`config.mk`:
```
export PLATFORM = sky130hd
export DESIGN_NAME = instruction_decode_stage
export DESIGN_NICKNAME = d
export VERILOG_FILES = /design/src/rtl/decode_defs.sv /design/src/rtl/register_scoreboard.sv /design/src/rtl/instruction_decode_stage.sv
export SDC_FILE = /design/constraint.sdc
export NUM_CORES = 1
export LEC_CHECK = 0
export CORE_MARGIN = 4
export CORE_UTILIZATION = 25
export CTS_CLUSTER_SIZE = 40
export DETAILED_ROUTE_END_ITERATION = 16
export GPL_TIMING_DRIVEN = 0
export PLACE_DENSITY_LB_ADDON = 0.25
export SETUP_SLACK_MARGIN = 0.05
export SYNTH_ARGS = -nofsm -noshare
export SYNTH_HDL_FRONTEND = slang
export SYNTH_HIERARCHICAL = 1
export SYNTH_SLANG_ARGS = --single-unit
export TNS_END_PERCENT = 5
```
`constraint.sdc`:
```
create_clock -name clock -period 9.19 [get_ports clock]
set_input_delay 2.2975 -clock clock [delete_from_list [all_inputs] [get_ports clock]]
set_output_delay 2.2975 -clock clock [all_outputs]
set_load 0.02 [all_outputs]
```
`src/rtl/decode_defs.sv`:
```
// Shared MIPS-32 decode definitions: opcode constants, instruction field slices,
// and the field-level decode helpers used by the decode stage.
package decode_defs;

  localparam logic [5:0] OP_RTYPE = 6'h00;
  localparam logic [5:0] OP_BEQ   = 6'h04;
  localparam logic [5:0] OP_BNE   = 6'h05;
  localparam logic [5:0] OP_ADDI  = 6'h08;
  localparam logic [5:0] OP_ADDIU = 6'h09;
  localparam logic [5:0] OP_SLTI  = 6'h0A;
  localparam logic [5:0] OP_SLTIU = 6'h0B;
  localparam logic [5:0] OP_ANDI  = 6'h0C;
  localparam logic [5:0] OP_ORI   = 6'h0D;
  localparam logic [5:0] OP_XORI  = 6'h0E;
  localparam logic [5:0] OP_LUI   = 6'h0F;
  localparam logic [5:0] OP_LW    = 6'h23;
  localparam logic [5:0] OP_SW    = 6'h2B;

  localparam int OPCODE_LSB = 26;
  localparam int RS_LSB     = 21;
  localparam int RT_LSB     = 16;
  localparam int RD_LSB     = 11;
  localparam int FUNCT_LSB  = 0;
  localparam int IMM_LSB    = 0;

  typedef logic [4:0] reg_idx_t;

  typedef struct packed {
    logic [5:0]  opcode;
    logic [5:0]  funct;
    reg_idx_t    destiny;
    logic [31:0] operand1;
    logic [31:0] operand2;
    logic [31:0] immediate;
    logic [31:0] pc;
  } idex_t;

  function automatic logic [5:0] get_opcode(input logic [31:0] instr);
    return instr[OPCODE_LSB +: 6];
  endfunction

  function automatic logic [5:0] get_funct(input logic [31:0] instr);
    return instr[FUNCT_LSB +: 6];
  endfunction

  function automatic reg_idx_t get_rs(input logic [31:0] instr);
    return instr[RS_LSB +: 5];
  endfunction

  function automatic reg_idx_t get_rt(input logic [31:0] instr);
    return instr[RT_LSB +: 5];
  endfunction

  function automatic logic reads_rt(input logic [5:0] opcode);
    return (opcode == OP_RTYPE) || (opcode == OP_BEQ) ||
           (opcode == OP_BNE)   || (opcode == OP_SW);
  endfunction

  // R-type writes rd; ALU-immediate group and lw write rt; everything else writes nothing.
  function automatic reg_idx_t dest_reg(input logic [31:0] instr);
    logic [5:0] opcode;
    opcode = get_opcode(instr);
    if (opcode == OP_RTYPE)
      return instr[RD_LSB +: 5];
    else if ((opcode >= OP_ADDI && opcode <= OP_LUI) || opcode == OP_LW)
      return instr[RT_LSB +: 5];
    else
      return '0;
  endfunction

  function automatic logic [31:0] extend_imm(input logic [31:0] instr);
    logic [5:0]  opcode;
    logic [15:0] imm;
    opcode = get_opcode(instr);
    imm    = instr[IMM_LSB +: 16];
    if (opcode == OP_ANDI || opcode == OP_ORI || opcode == OP_XORI)
      return {16'h0000, imm};
    else
      return {{16{imm[15]}}, imm};
  endfunction

endpackage

```
`src/rtl/register_scoreboard.sv`:
```
// 32-entry busy scoreboard: a register is busy from issue until its writeback commits.
// Register 0 is never busy; a set and a clear on the same register resolve to set.
module register_scoreboard
  import decode_defs::*;
(
  input  logic        clock,
  input  logic        reset_n,
  input  logic        set_en,
  input  reg_idx_t    set_idx,
  input  logic        clr_en,
  input  reg_idx_t    clr_idx,
  output logic [31:0] busy
);

  logic [31:0] busy_q;
  logic [31:0] busy_d;

  // NOTE: always_comb starts from a full default so no path leaves busy_d unassigned (no latch).
  always_comb begin
    busy_d = busy_q;
    if (clr_en) busy_d[clr_idx] = 1'b0;
    if (set_en) busy_d[set_idx] = 1'b1;
    busy_d[0] = 1'b0;
  end

  // NOTE: this is a flop vector, not a RAM, so it takes an async reset; sequential state uses <= only.
  always_ff @(posedge clock or negedge reset_n) begin
    if (!reset_n) busy_q <= '0;
    else          busy_q <= busy_d;
  end

  assign busy = busy_q;

endmodule

```
`src/rtl/instruction_decode_stage.sv`:
```
// MIPS-32 decode stage: one decode slot, busy-scoreboard hazard blocking, and a
// valid/ready ID/EX output register fed from the combinational register file read.
module instruction_decode_stage
  import decode_defs::*;
#(
  parameter int STALL_COUNT_WIDTH = 16
) (
  input  logic                         clock,
  input  logic                         reset_n,
  input  logic                         fetch_valid,
  output logic                         fetch_ready,
  input  logic [31:0]                  fetch_instruction,
  input  logic [31:0]                  fetch_pc,
  output logic [4:0]                   register_source1,
  output logic [4:0]                   register_source2,
  input  logic [31:0]                  register_base_out1,
  input  logic [31:0]                  register_base_out2,
  input  logic                         writeback_valid,
  input  logic [4:0]                   writeback_destiny,
  output logic                         execute_valid,
  input  logic                         execute_ready,
  output logic [5:0]                   execute_opcode,
  output logic [5:0]                   execute_funct,
  output logic [4:0]                   execute_destiny,
  output logic [31:0]                  execute_operand1,
  output logic [31:0]                  execute_operand2,
  output logic [31:0]                  execute_immediate,
  output logic [31:0]                  execute_pc,
  output logic [STALL_COUNT_WIDTH-1:0] stall_count
);

  logic        d_valid_q, d_valid_d;
  logic [31:0] d_instr_q, d_instr_d;
  logic [31:0] d_pc_q, d_pc_d;
  logic        ex_valid_q, ex_valid_d;
  idex_t       ex_q, ex_d;
  logic [STALL_COUNT_WIDTH-1:0] stall_count_q, stall_count_d;

  logic [31:0] busy;
  logic [5:0]  d_opcode;
  reg_idx_t    d_rs, d_rt, d_dest;
  logic        hazard, d_advance, fetch_accept;

  assign d_opcode = get_opcode(d_instr_q);
  assign d_rs     = get_rs(d_instr_q);
  assign d_rt     = get_rt(d_instr_q);
  assign d_dest   = dest_reg(d_instr_q);

  // busy[0] is forced low, so rs/rt/dest of $0 never block.
  assign hazard       = d_valid_q & (busy[d_rs] | (reads_rt(d_opcode) & busy[d_rt]) | busy[d_dest]);
  assign d_advance    = d_valid_q & ~hazard & (~ex_valid_q | execute_ready);
  assign fetch_ready  = ~d_valid_q | d_advance;
  assign fetch_accept = fetch_valid & fetch_ready;

  // The instruction word is held after advance so the read addresses stay put while D is empty.
  always_comb begin
    d_valid_d = d_valid_q;
    d_instr_d = d_instr_q;
    d_pc_d    = d_pc_q;
    if (fetch_accept) begin
      d_valid_d = 1'b1;
      d_instr_d = fetch_instruction;
      d_pc_d    = fetch_pc;
    end else if (d_advance) begin
      d_valid_d = 1'b0;
    end
  end

  always_comb begin
    ex_valid_d = ex_valid_q;
    ex_d       = ex_q;
    if (d_advance) begin
      ex_valid_d       = 1'b1;
      ex_d.opcode      = d_opcode;
      ex_d.funct       = get_funct(d_instr_q);
      ex_d.destiny     = d_dest;
      ex_d.operand1    = register_base_out1;
      ex_d.operand2    = register_base_out2;
      ex_d.immediate   = extend_imm(d_instr_q);
      ex_d.pc          = d_pc_q;
    end else if (execute_ready) begin
      ex_valid_d = 1'b0;
    end
  end

  always_comb begin
    stall_count_d = stall_count_q;
    if (hazard && stall_count_q != '1) stall_count_d = stall_count_q + 1'b1;
  end

  always_ff @(posedge clock or negedge reset_n) begin
    if (!reset_n) begin
      d_valid_q     <= 1'b0;
      d_instr_q     <= '0;
      d_pc_q        <= '0;
      ex_valid_q    <= 1'b0;
      ex_q          <= '0;
      stall_count_q <= '0;
    end else begin
      d_valid_q     <= d_valid_d;
      d_instr_q     <= d_instr_d;
      d_pc_q        <= d_pc_d;
      ex_valid_q    <= ex_valid_d;
      ex_q          <= ex_d;
      stall_count_q <= stall_count_d;
    end
  end

  register_scoreboard u_scoreboard (
    .clock   (clock),
    .reset_n (reset_n),
    .set_en  (d_advance && (d_dest != '0)),
    .set_idx (d_dest),
    .clr_en  (writeback_valid),
    .clr_idx (writeback_destiny),
    .busy    (busy)
  );

  assign register_source1  = d_rs;
  assign register_source2  = d_rt;
  assign execute_valid     = ex_valid_q;
  assign execute_opcode    = ex_q.opcode;
  assign execute_funct     = ex_q.funct;
  assign execute_destiny   = ex_q.destiny;
  assign execute_operand1  = ex_q.operand1;
  assign execute_operand2  = ex_q.operand2;
  assign execute_immediate = ex_q.immediate;
  assign execute_pc        = ex_q.pc;
  assign stall_count       = stall_count_q;

endmodule

```
==> results.sh <==
export IMPL_status="completed"
export IMPL_holdWs_ns=0.4869
export IMPL_sw_frac_of_total_pct=36.64
export IMPL_async_reset_ff_share_pct=100.0
export IMPL_drt_first_iter_violations=314
export IMPL_timing_hold_violations_final=0
export IMPL_grt_pass1_wl_mm=50.23
export IMPL_synth_cell_area_mm2=0.01072
export IMPL_numCtsBuffers=29
export IMPL_grt_overflow_total=0
export IMPL_timing_setup_critical_path_class="reg -> out"
export IMPL_postCtsSetupRepairBufs=0
export IMPL_portBuffers=310
export IMPL_crit_path_cell_trace="or4_4, nor3_4, a22o_1, buf_4, buf_2, mux2i_1, o22ai_1, or4_1, mux2i_1, nand2_2, buf_6, buf_2, nand2_1, clkdlybuf4s50_1"
export IMPL_seq_area_frac_synth_pct=55.33
export IMPL_r2r_worst_path_cells=15
export IMPL_family_of_cells_with_the_greatest_summed_delay_on_the_critical_path="simple AND/OR/NAND/NOR gates"
export IMPL_p_clk_share_pct=17.7
export IMPL_die_width_um=215.1
export IMPL_max_cap_viol_count=0
export IMPL_ant_nets=0
export IMPL_cts_hold_fix_buffers=0
export IMPL_synth_distinct_cells=57
export IMPL_clock_sinks=237
export IMPL_synth_enable_flop_cells=0
export IMPL_worst_slew_margin_rel_pct=45.18
export IMPL_floorplan_initialDensity_pct=25.44
export IMPL_synth_top_area_cell="sky130_fd_sc_hd__dfrtp_1"
export IMPL_die_y_um=215.1
export IMPL_timing_worst_slew_pin_value_ns=0.8222
export IMPL_h_tree_lvl_count=1
export IMPL_power_mw=6.227
export IMPL_synth_most_common_cell="sky130_fd_sc_hd__dfrtp_1"
export IMPL_antenna_found_initial=2
export IMPL_die_area_mm2=0.04625
export IMPL_routabilityCongestion=0.7852
export IMPL_synth_top_area_share_pct=55.33
export IMPL_tritoncts="yes"
export IMPL_grt_max_degree=111
export IMPL_layout_drive_gt1_share_pct=25.02
export IMPL_yosys_register_bits=237
export IMPL_setup_reg_to_reg_worst_slack_ns=3.73
export IMPL_totalWireLength_mm=32.32
export IMPL_syn2layout_area_growth_pct=44.37
export IMPL_worst_hold_path_type="reg -> reg"
export IMPL_total_number_of_placement_rows=75
export IMPL_routed_via_count=7424
export IMPL_design_core_area_mm2=0.04213
export IMPL_dp_hpwl_mm=23.49
export IMPL_nFillCells=4067
export IMPL_yosysWarnings=6
export IMPL_slowest_stage="sky130_fd_sc_hd__clkdlybuf4s50_1"
export IMPL_cellLeakagePower_nw=6.492
export IMPL_pwr_share_comb_pct=52.1
export IMPL_synthesis_area_per_instance_um2=14.24
export IMPL_detail_route_wl_per_cell_um=19.52
export IMPL_crit_reg2reg_launch="d_instr_q[29]"
export IMPL_critical_path_reg2reg_endpoint="u_scoreboard/busy[20]"
export IMPL_synthFlopType="sky130_fd_sc_hd__dfrtp_1"
export IMPL_multi_input_comb_area_mm2=0.004287
export IMPL_synthTopCellsByArea="sky130_fd_sc_hd__dfrtp_1 55%, sky130_fd_sc_hd__mux2_2 9.2%, sky130_fd_sc_hd__mux2_4 8.4%, sky130_fd_sc_hd__mux2_1 4.3%, sky130_fd_sc_hd__mux4_2 3.6%"
export IMPL_power_per_cell_area_mw_per_mm2=402.4
export IMPL_unrepaired_setup_endpoints_after_global_routing="false"
export IMPL_detail_route_first_pass_iterations=4
export IMPL_report_final_setup_viol=0
export IMPL_timing_final_crit_share_pct=86.32
export IMPL_cp_data_required_time_ns=6.89
export IMPL_crit_path_max_fanout=13
export IMPL_post_syn_nets=892
export IMPL_crit_path_end_kind="primary output"
export IMPL_max_vdd_ir_drop_mv=0.1940
export IMPL_cts_repair_resize_count=0
export IMPL_post_drt_via_cell_ratio=4.483
export IMPL_clock_tree_root_cell="sky130_fd_sc_hd__clkbuf_16"
export IMPL_sequentialPowerShare_pct=30.2
export IMPL_clock_fmax_ghz=0.1261
export IMPL_drc_violations_left=0
export IMPL_max_clock_path_buffers=3
export IMPL_timing_hold_worst_endpoint="stall_count[8]"
export IMPL_hold_path_depth=1
export IMPL_layout_area_seq_mm2=0.005931
export IMPL_timing_clock_skew_ns=0.01499
export IMPL_worst_ep_arrival_time_ns=5.64
export IMPL_cp_slowest_stage_delay_ns=0.67
export IMPL_postSynthCellCount=753
export IMPL_grt_usage_pct=13.66
export IMPL_power_net_switching_mw=2.281
export IMPL_final_critical_period_ns=7.933
export IMPL_grt_pass1_vias=7954
export IMPL_clkTransAtPathRegs_ns=0.06
export IMPL_netlist_top_cells_count="237 x sky130_fd_sc_hd__dfrtp_1, 88 x sky130_fd_sc_hd__mux2_2, 60 x sky130_fd_sc_hd__mux2_4"
export IMPL_cp_start_kind="register"
export IMPL_layout_nets=1235
export IMPL_clock_latency_ns=0.55
export IMPL_p_int_mw=3.946
export IMPL_pin_count=311
export IMPL_min_from="stall_count[8]"
export IMPL_worstPathBufferInverterCount=5
export IMPL_final_max_slew_viols=0
## state kept, by name (all words and copies together) (netlist names), 6 cells and up
name and count:
execute_operand2 32, d_instr_q 32, d_pc_q 32, stall_count 16
execute_immediate 12, execute_operand1 32, execute_opcode 6, u_scoreboard/busy 31
execute_pc 32
## layer usage
| metal | GRT usage (%) | vias to the layer above | wire length (µm) |
|---|---|---|---|
| met2 | 23.07 | 268 | 15580 |
| li1 | - | 3417 | - |
| met3 | 4.082 | 44 | 2454 |
| met4 | 2.684 | 4 | 588 |
| met5 | 0 | - | 14 |
| met1 | 17.53 | 3691 | 13680 |
## cell families (layout without fill, tap and decap cells)
family,Yosys count,in the layout,synth area share (%)
XOR/XNOR,15,15,1.226
multiplexers,226,226,27.40
AND/OR/NAND/NOR,92,92,5.335
AO/OA/AOI/OAI,106,106,5.883
other,1,3,0.03498
buffers and inverters,75,437,4.681
adder cells (fa/ha/maj),1,1,0.1167
flip-flops,237,237,55.33
## cells in the final DEF, fill, tap and decap left out, types with 9 or more instances in the layout
| master | Yosys | final |
|---|---|---|
| sky130_fd_sc_hd__nand2_1 | 18 | 18 |
| sky130_fd_sc_hd__buf_6 | 9 | 9 |
| sky130_fd_sc_hd__clkbuf_16 | 0 | 29 |
| sky130_fd_sc_hd__nor2_1 | 9 | 9 |
| sky130_fd_sc_hd__xor2_1 | 13 | 13 |
| sky130_fd_sc_hd__mux2_1 | 41 | 41 |
| sky130_fd_sc_hd__clkdlybuf4s50_1 | 0 | 309 |
| sky130_fd_sc_hd__clkbuf_1 | 5 | 15 |
| sky130_fd_sc_hd__inv_1 | 10 | 10 |
| sky130_fd_sc_hd__nand3_1 | 12 | 12 |
| sky130_fd_sc_hd__mux2_2 | 88 | 88 |
| sky130_fd_sc_hd__o21ai_0 | 46 | 46 |
| sky130_fd_sc_hd__mux2i_1 | 20 | 20 |
| sky130_fd_sc_hd__mux2_4 | 60 | 60 |
| sky130_fd_sc_hd__o21ai_1 | 26 | 26 |
| sky130_fd_sc_hd__buf_4 | 36 | 36 |
| sky130_fd_sc_hd__dfrtp_1 | 237 | 237 |
| sky130_fd_sc_hd__mux4_2 | 17 | 17 |
| sky130_fd_sc_hd__nand3b_1 | 11 | 11 |
| sky130_fd_sc_hd__buf_2 | 13 | 13 |
## final cells by class
class | instances | area share [%]
diodes | 2 | 0.03234
plain buffers | 65 | 3.000
clock buffers | 47 | 5.644
clock inverters | 3 | 0.2587
inverters | 10 | 0.2426
multi-input cells | 441 | 27.70
flip-flops and latches | 237 | 38.32
well taps | 539 | 4.358
repair buffers | 312 | 20.44
## power groups by stage
stage / sequential (mW) / clock [mW] / combinational, mW
after floorplan: 2.18 / 0 / 1.68
after global placement: 1.89 / 0 / 3.26
after global routing: 1.95 / 1.20 / 3.46
after detailed placement: 1.90 / 0 / 3.29
final: 1.88 / 1.10 / 3.24
after CTS: 1.89 / 1.15 / 3.30
## how the worst max path moves through the flow
stage | start | endpoint | slack [ns] | cells past startpoint
after floorplan | d_instr_q[29] | fetch_ready | 3.39 | 13
after global placement | reset_n | d_instr_q[17] | -4.88 | 1
after detailed placement | d_instr_q[29] | fetch_ready | 1.76 | 14
after CTS | d_instr_q[29] | fetch_ready | 1.13 | 14
after global routing | d_instr_q[29] | fetch_ready | 1.0 | 14
final | d_instr_q[29] | fetch_ready | 1.26 | 14
## stage by stage
stage	cells	utilization (%)	cell area, µm²	setup WS (ns)	setup TNS (ns)
2_1_floorplan	753	-	10720	3.385	0
3_3_place_gp	1602	34.41	14500	-4.880	-1149.65
3_5_place_dp	1604	34.55	14560	1.763	0
4_1_cts	1654	36.72	15470	1.128	0
5_1_grt	1654	36.72	15470	0.9960	0
6_report	1656	36.73	15470	1.257	0
No activity file was read; power rests on OpenSTA's default activity.
